### config.mk
export PLATFORM = sky130hd
export DESIGN_NAME = kmat_decode_sched
export DESIGN_NICKNAME = d
export VERILOG_FILES = /design/src/rtl/kmat_decode_sched.sv
export SDC_FILE = /design/constraint.sdc
export NUM_CORES = 1
export LEC_CHECK = 0
export BUFFER_PORTS_ARGS = -buffer_cell sky130_fd_sc_hd__buf_2
export CAP_MARGIN = 10
export CORE_AREA = 8 8 307 309
export DETAILED_ROUTE_END_ITERATION = 8
export DIE_AREA = 0 0 315 317
export PLACE_DENSITY_LB_ADDON = 0.15
export SYNTH_ARGS = -nofsm -noshare
export SYNTH_HDL_FRONTEND = slang
export SYNTH_SLANG_ARGS = --single-unit
### constraint.sdc
create_clock -name i_clk -period 8.85 [get_ports i_clk]
set_input_delay 0.4425 -clock i_clk [delete_from_list [all_inputs] [get_ports i_clk]]
set_output_delay 0.4425 -clock i_clk [all_outputs]
set_load 0.01 [all_outputs]
### src/rtl/kmat_decode_sched.sv
// Key-decode pass sequencer: K-matrix RAM fill, decode hand-off,
// key latch and valid/ack delivery.
module kmat_decode_sched #(
  parameter int DEPTH   = 16,
  parameter int ADDR_W  = 4,
  parameter int WORD_W  = 64,
  parameter int K_W     = 256,
  parameter int TIMEOUT = 64
) (
  input  logic              i_clk,
  input  logic              i_rst,
  input  logic              i_start,
  input  logic [2:0]        i_sec_level,
  input  logic              i_wr_req,
  input  logic [ADDR_W-1:0] i_wr_addr,
  input  logic [WORD_W-1:0] i_wr_data,
  output logic              o_wr_gnt,
  output logic              o_dec_start,
  output logic [2:0]        o_dec_sec_level,
  input  logic              i_dec_k_mat_en,
  input  logic [ADDR_W-1:0] i_dec_k_mat_addr,
  output logic [WORD_W-1:0] o_dec_k_mat,
  input  logic [K_W-1:0]    i_dec_k,
  input  logic              i_dec_done,
  output logic              o_ram_en,
  output logic              o_ram_we,
  output logic [ADDR_W-1:0] o_ram_addr,
  output logic [WORD_W-1:0] o_ram_wdata,
  input  logic [WORD_W-1:0] i_ram_rdata,
  output logic [K_W-1:0]    o_k,
  output logic              o_k_valid,
  input  logic              i_k_ack,
  output logic              o_busy,
  output logic              o_err
);

  localparam logic [1:0] S_IDLE = 2'd0;
  localparam logic [1:0] S_FILL = 2'd1;
  localparam logic [1:0] S_DEC  = 2'd2;
  localparam logic [1:0] S_HOLD = 2'd3;

  localparam int CW   = ADDR_W + 1;
  localparam int WD_W = $clog2(TIMEOUT) + 1;

  logic [1:0]      r_state;
  logic [CW-1:0]   r_cnt;
  logic [WD_W-1:0] r_wd;
  logic [2:0]      r_lvl;
  logic            r_dec_start;
  logic            r_err;
  logic            r_k_valid;
  logic [K_W-1:0]  r_k;

  logic w_lvl_ok;
  logic w_fill;
  logic w_dec;
  logic w_gnt;
  logic w_full;
  logic w_to;

  assign w_lvl_ok = (i_sec_level == 3'd1) ||
                    (i_sec_level == 3'd3) ||
                    (i_sec_level == 3'd5);
  assign w_fill = (r_state == S_FILL);
  assign w_dec  = (r_state == S_DEC);
  assign w_gnt  = w_fill && i_wr_req;
  assign w_full = w_gnt && (r_cnt == CW'(DEPTH - 1));
  // Done on the last watchdog cycle still wins over the timeout.
  assign w_to   = w_dec && !i_dec_done &&
                  (r_wd == WD_W'(TIMEOUT - 1));

  assign o_wr_gnt        = w_gnt;
  assign o_dec_start     = r_dec_start;
  assign o_dec_sec_level = r_lvl;
  assign o_dec_k_mat     = i_ram_rdata;
  assign o_k             = r_k;
  assign o_k_valid       = r_k_valid;
  assign o_busy          = (r_state != S_IDLE);
  assign o_err           = r_err;

  always_comb begin
    o_ram_en    = 1'b0;
    o_ram_we    = 1'b0;
    o_ram_addr  = '0;
    o_ram_wdata = '0;
    if (w_gnt) begin
      o_ram_en    = 1'b1;
      o_ram_we    = 1'b1;
      o_ram_addr  = i_wr_addr;
      o_ram_wdata = i_wr_data;
    end else if (w_dec) begin
      o_ram_en   = i_dec_k_mat_en;
      o_ram_addr = i_dec_k_mat_addr;
    end
  end

  always_ff @(posedge i_clk or posedge i_rst) begin
    if (i_rst) begin
      r_state     <= S_IDLE;
      r_cnt       <= '0;
      r_wd        <= '0;
      r_lvl       <= 3'd1;
      r_dec_start <= 1'b0;
      r_err       <= 1'b0;
      r_k_valid   <= 1'b0;
      r_k         <= '0;
    end else begin
      r_dec_start <= 1'b0;
      r_err       <= 1'b0;
      unique case (r_state)
        S_IDLE: begin
          if (i_start) begin
            if (w_lvl_ok) begin
              r_lvl   <= i_sec_level;
              r_cnt   <= '0;
              r_state <= S_FILL;
            end else begin
              r_err <= 1'b1;
            end
          end
        end
        S_FILL: begin
          if (w_gnt) begin
            r_cnt <= r_cnt + 1'b1;
          end
          if (w_full) begin
            r_state     <= S_DEC;
            r_dec_start <= 1'b1;
            r_wd        <= '0;
          end
        end
        S_DEC: begin
          r_wd <= r_wd + 1'b1;
          if (i_dec_done) begin
            r_k       <= i_dec_k;
            r_k_valid <= 1'b1;
            r_state   <= S_HOLD;
          end else if (w_to) begin
            r_err   <= 1'b1;
            r_state <= S_IDLE;
          end
        end
        S_HOLD: begin
          if (i_k_ack) begin
            r_k_valid <= 1'b0;
            r_state   <= S_IDLE;
          end
        end
        default: r_state <= S_IDLE;
      endcase
    end
  end

endmodule

==> run metrics <==
CP Class=reg -> reg; drt pass-1 iters=4; die area=0.0999 mm^2; CTS tree=yes; Via Count=8,530; internal power=approximately 2.7 mW; Min-Delay Path Depth=2; CTS root buf=clkbuf_16; count of boundary I/O pins=800; Routed Antenna Nets=0; detailed-route wire length per cell=18.5 um; Final Hold Fails=0; Vias/cell=3.28; final non-filler cell total=between 2,000 and 3,000; worst endpoint required time=9.26 ns; mean area per synthesized cell=between 15 and 20 um^2; CP Data Arrival Time=roughly 3.8 ns; WL met1=15.9 mm; Post-Syn Area=~0.012 mm^2; multi-input logic area=about 0.0046 mm^2; most common cell in the netlist=dfrtp_1; share of cells above drive strength 1=between 70% and 80%; post-synth top area share=a little under three fifths; RR Endpoint=o_k[224]; EDFF count, synth=0; syn nets=1,186; maximum fanout along the worst path=98; DRC=0; FP Rows=110; die height=317 um; metal2 WL=25.7 mm; min Tclk post-route=3.38 ns; PD cells=213 mW/mm^2; H-tree depth=2; core area=roughly 0.09 mm^2; share of the yosys chip area belonging to registers=55.7%; Setup-failing EPs final=0; Synth async-reset ratio=100%; fillers=around 9,800; CP Capture Type=flop; Hold Path Origin=i_dec_k[85]; combinational group share of total power=between 10% and 20%; Worst-Skew Late Latency=0.55 ns; cells on worst reg2reg path=5; gpl congestion=roughly 0.8; first-pass GRT wire length=between 60 and 70 mm; Layout Nets=1,800; Hold Path End=o_k[85]; Reg2Reg Setup Slack=about 5.5 ns; Starting DRT DRC Count=340; Layout Skew=0.0155 ns; Die X=about 320 um; ys flop type=dfrtp_1; largest cells by area after synthesis=dfrtp_1 55%, mux2_4 28%, buf_4 4.0%; Psw=1.04 mW; fin. max-slew vios=0; Hold WC Path Type=in -> reg; Clock Path Buffers=3; Port Buffer Count=about 670; Unique masters post-synth=36; total CTS buffers=38; DPL Wire Length=37.3 mm; startpoint types=flop; Reg power frac=38.9%; Synth area leader=dfrtp_1; CTS sink cnt=276; GRT Util Overall=between 9 and 10%; setup bufs post-CTS=0; crit share post-route=38.1%; Top Metal Used=met5; antenna violations before repair=6; fmax=about 300 MHz; status=completed; sw frac=between 20 and 30%; clock slew at reported path FFs=roughly 0.060 ns; top post-synthesis cells by count=275 x dfrtp_1, 229 x mux2_4, 66 x buf_4; setup ws final=5.47 ns; vias in the first global route=9,621; synth-to-layout area growth=43.6%; register area=0.00691 mm^2; gr ovfl total=0; worst slew pin tran=0.978 ns; met3 WL=5.08 mm; slew margin rel.=34.8%; starting density of the core=13.9%; Placed Cells=2,530; # Max-Cap Violations=0; RSZ-0062 raised after global routing=false; Yosys reg bits=276; FF-to-FF Start=r_state[1]; synth warn=0; leak pwr=approximately 10 nW; Clk pwr share=42.8%; Cells after Synth=about 800; pre-CTS WS=between 5 and 6 ns; final setup TNS=0 ns; Detailed Route WL=approximately 48 mm; worst vdd rail ir drop=126 uV; largest net degree at the start of global routing=99
## per-layer routing
| layer | GRT usage (%) | vias to the layer above |
|---|---|---|
| met3 | 4.16 | 76 |
| met2 | 16.8 | 440 |
| li1 | - | 3860 |
| met1 | 8.54 | 4152 |
| met5 | 0 | - |
| met4 | 3.49 | 2 |
## per-stage QoR
stage               instance area (um^2)  power, mW  util, %  hold WS (ns)
global placement                   16500       2.21     18.4         0.477
global route                       17800       4.00     19.9        0.0731
finish                             17800       3.79     19.9         0.122
floorplan                          12400       1.88        -         0.449
detailed placement                 16500       2.21     18.4         0.486
CTS                                17800       3.91     19.9        0.0590
## worst max path at each step
stage                         end  startpoint  cells after the start  slack, ns
2_1_floorplan  o_dec_sec_level[1]       i_rst                      1       0.80
3_5_place_dp             o_k[224]  r_state[1]                      5       5.46
6_report                 o_k[224]  r_state[1]                      5       5.47
3_3_place_gp              o_k[40]  r_state[1]                      5       5.53
5_1_grt                  o_k[224]  r_state[1]                      5       5.25
4_1_cts                  o_k[224]  r_state[1]                      5       5.45
## cell type report
cell class | count | share of cell area, %
well taps | 1176 | 8.26
diodes | 4 | 0.0562
inverters | 6 | 0.169
multi-input cells | 394 | 26.1
repair buffers | 679 | 19.3
clock buffers | 59 | 6.58
flip-flops and latches | 276 | 38.8
clock inverters | 9 | 0.801
## flip-flops by register name, summed over array words and instances, names as in the netlist
name / count
o_dec_sec_level: 3
o_dec_start: 1
o_err: 1
o_k: 256
o_k_valid: 1
r_cnt: 5
r_state: 2
r_wd: 7
## what timing repair did
action | CTS | global route
endpoints found under the hold margin | 7 | 0
gates resized for setup | 0 | 0
hold buffers | 1 | 0
## cells by family after synthesis
logic type	Yosys count	synth area share, %
flip-flops	276	55.7
multiplexers	260	30.5
buffers and inverters	111	6.98
AND/OR/NAND/NOR	104	4.96
AO/OA/AOI/OAI	27	1.52
adder cells (fa/ha/maj)	3	0.303
## cell usage in the layout, fill, tap and decap left out, types with 2 or more instances in the layout
cell type | netlist | final
clkbuf_1 | 8 | 8
a21oi_1 | 4 | 4
buf_4 | 66 | 6
inv_1 | 6 | 5
nand2b_1 | 3 | 3
or3_1 | 2 | 2
mux2_2 | 29 | 29
o21ai_0 | 7 | 7
and3_1 | 3 | 3
mux2i_1 | 2 | 2
a22o_1 | 5 | 5
nor3_1 | 3 | 3
diode_2 | 0 | 4
ha_1 | 3 | 3
nand2_1 | 13 | 13
a211o_1 | 2 | 2
inv_6 | 0 | 2
and2_1 | 64 | 64
clkinv_2 | 0 | 3
clkbuf_16 | 0 | 39
buf_2 | 5 | 671
bufinv_16 | 0 | 3
dfrtp_1 | 275 | 275
clkbuf_8 | 0 | 12
o211ai_1 | 2 | 2
nor2_1 | 3 | 3
nand3_1 | 7 | 7
mux2_4 | 229 | 229
o22ai_1 | 2 | 2
## power groups by stage
stage | Sequential [mW] | Combinational [mW] | Clock (mW)
2_1_floorplan | 1.53 | 0.353 | 0
3_3_place_gp | 1.49 | 0.718 | 0
3_5_place_dp | 1.49 | 0.718 | 0
4_1_cts | 1.47 | 0.721 | 1.71
5_1_grt | 1.49 | 0.760 | 1.75
6_report | 1.47 | 0.695 | 1.62
## critical path: stages, from the launching register on
cell and delay, ns:
dfrtp_1 0.47, nor2b_4 0.24, nand2_8 0.52, buf_4 0.68, buf_12 0.62, mux2_4 0.35
(Power assumes the default switching activity.)
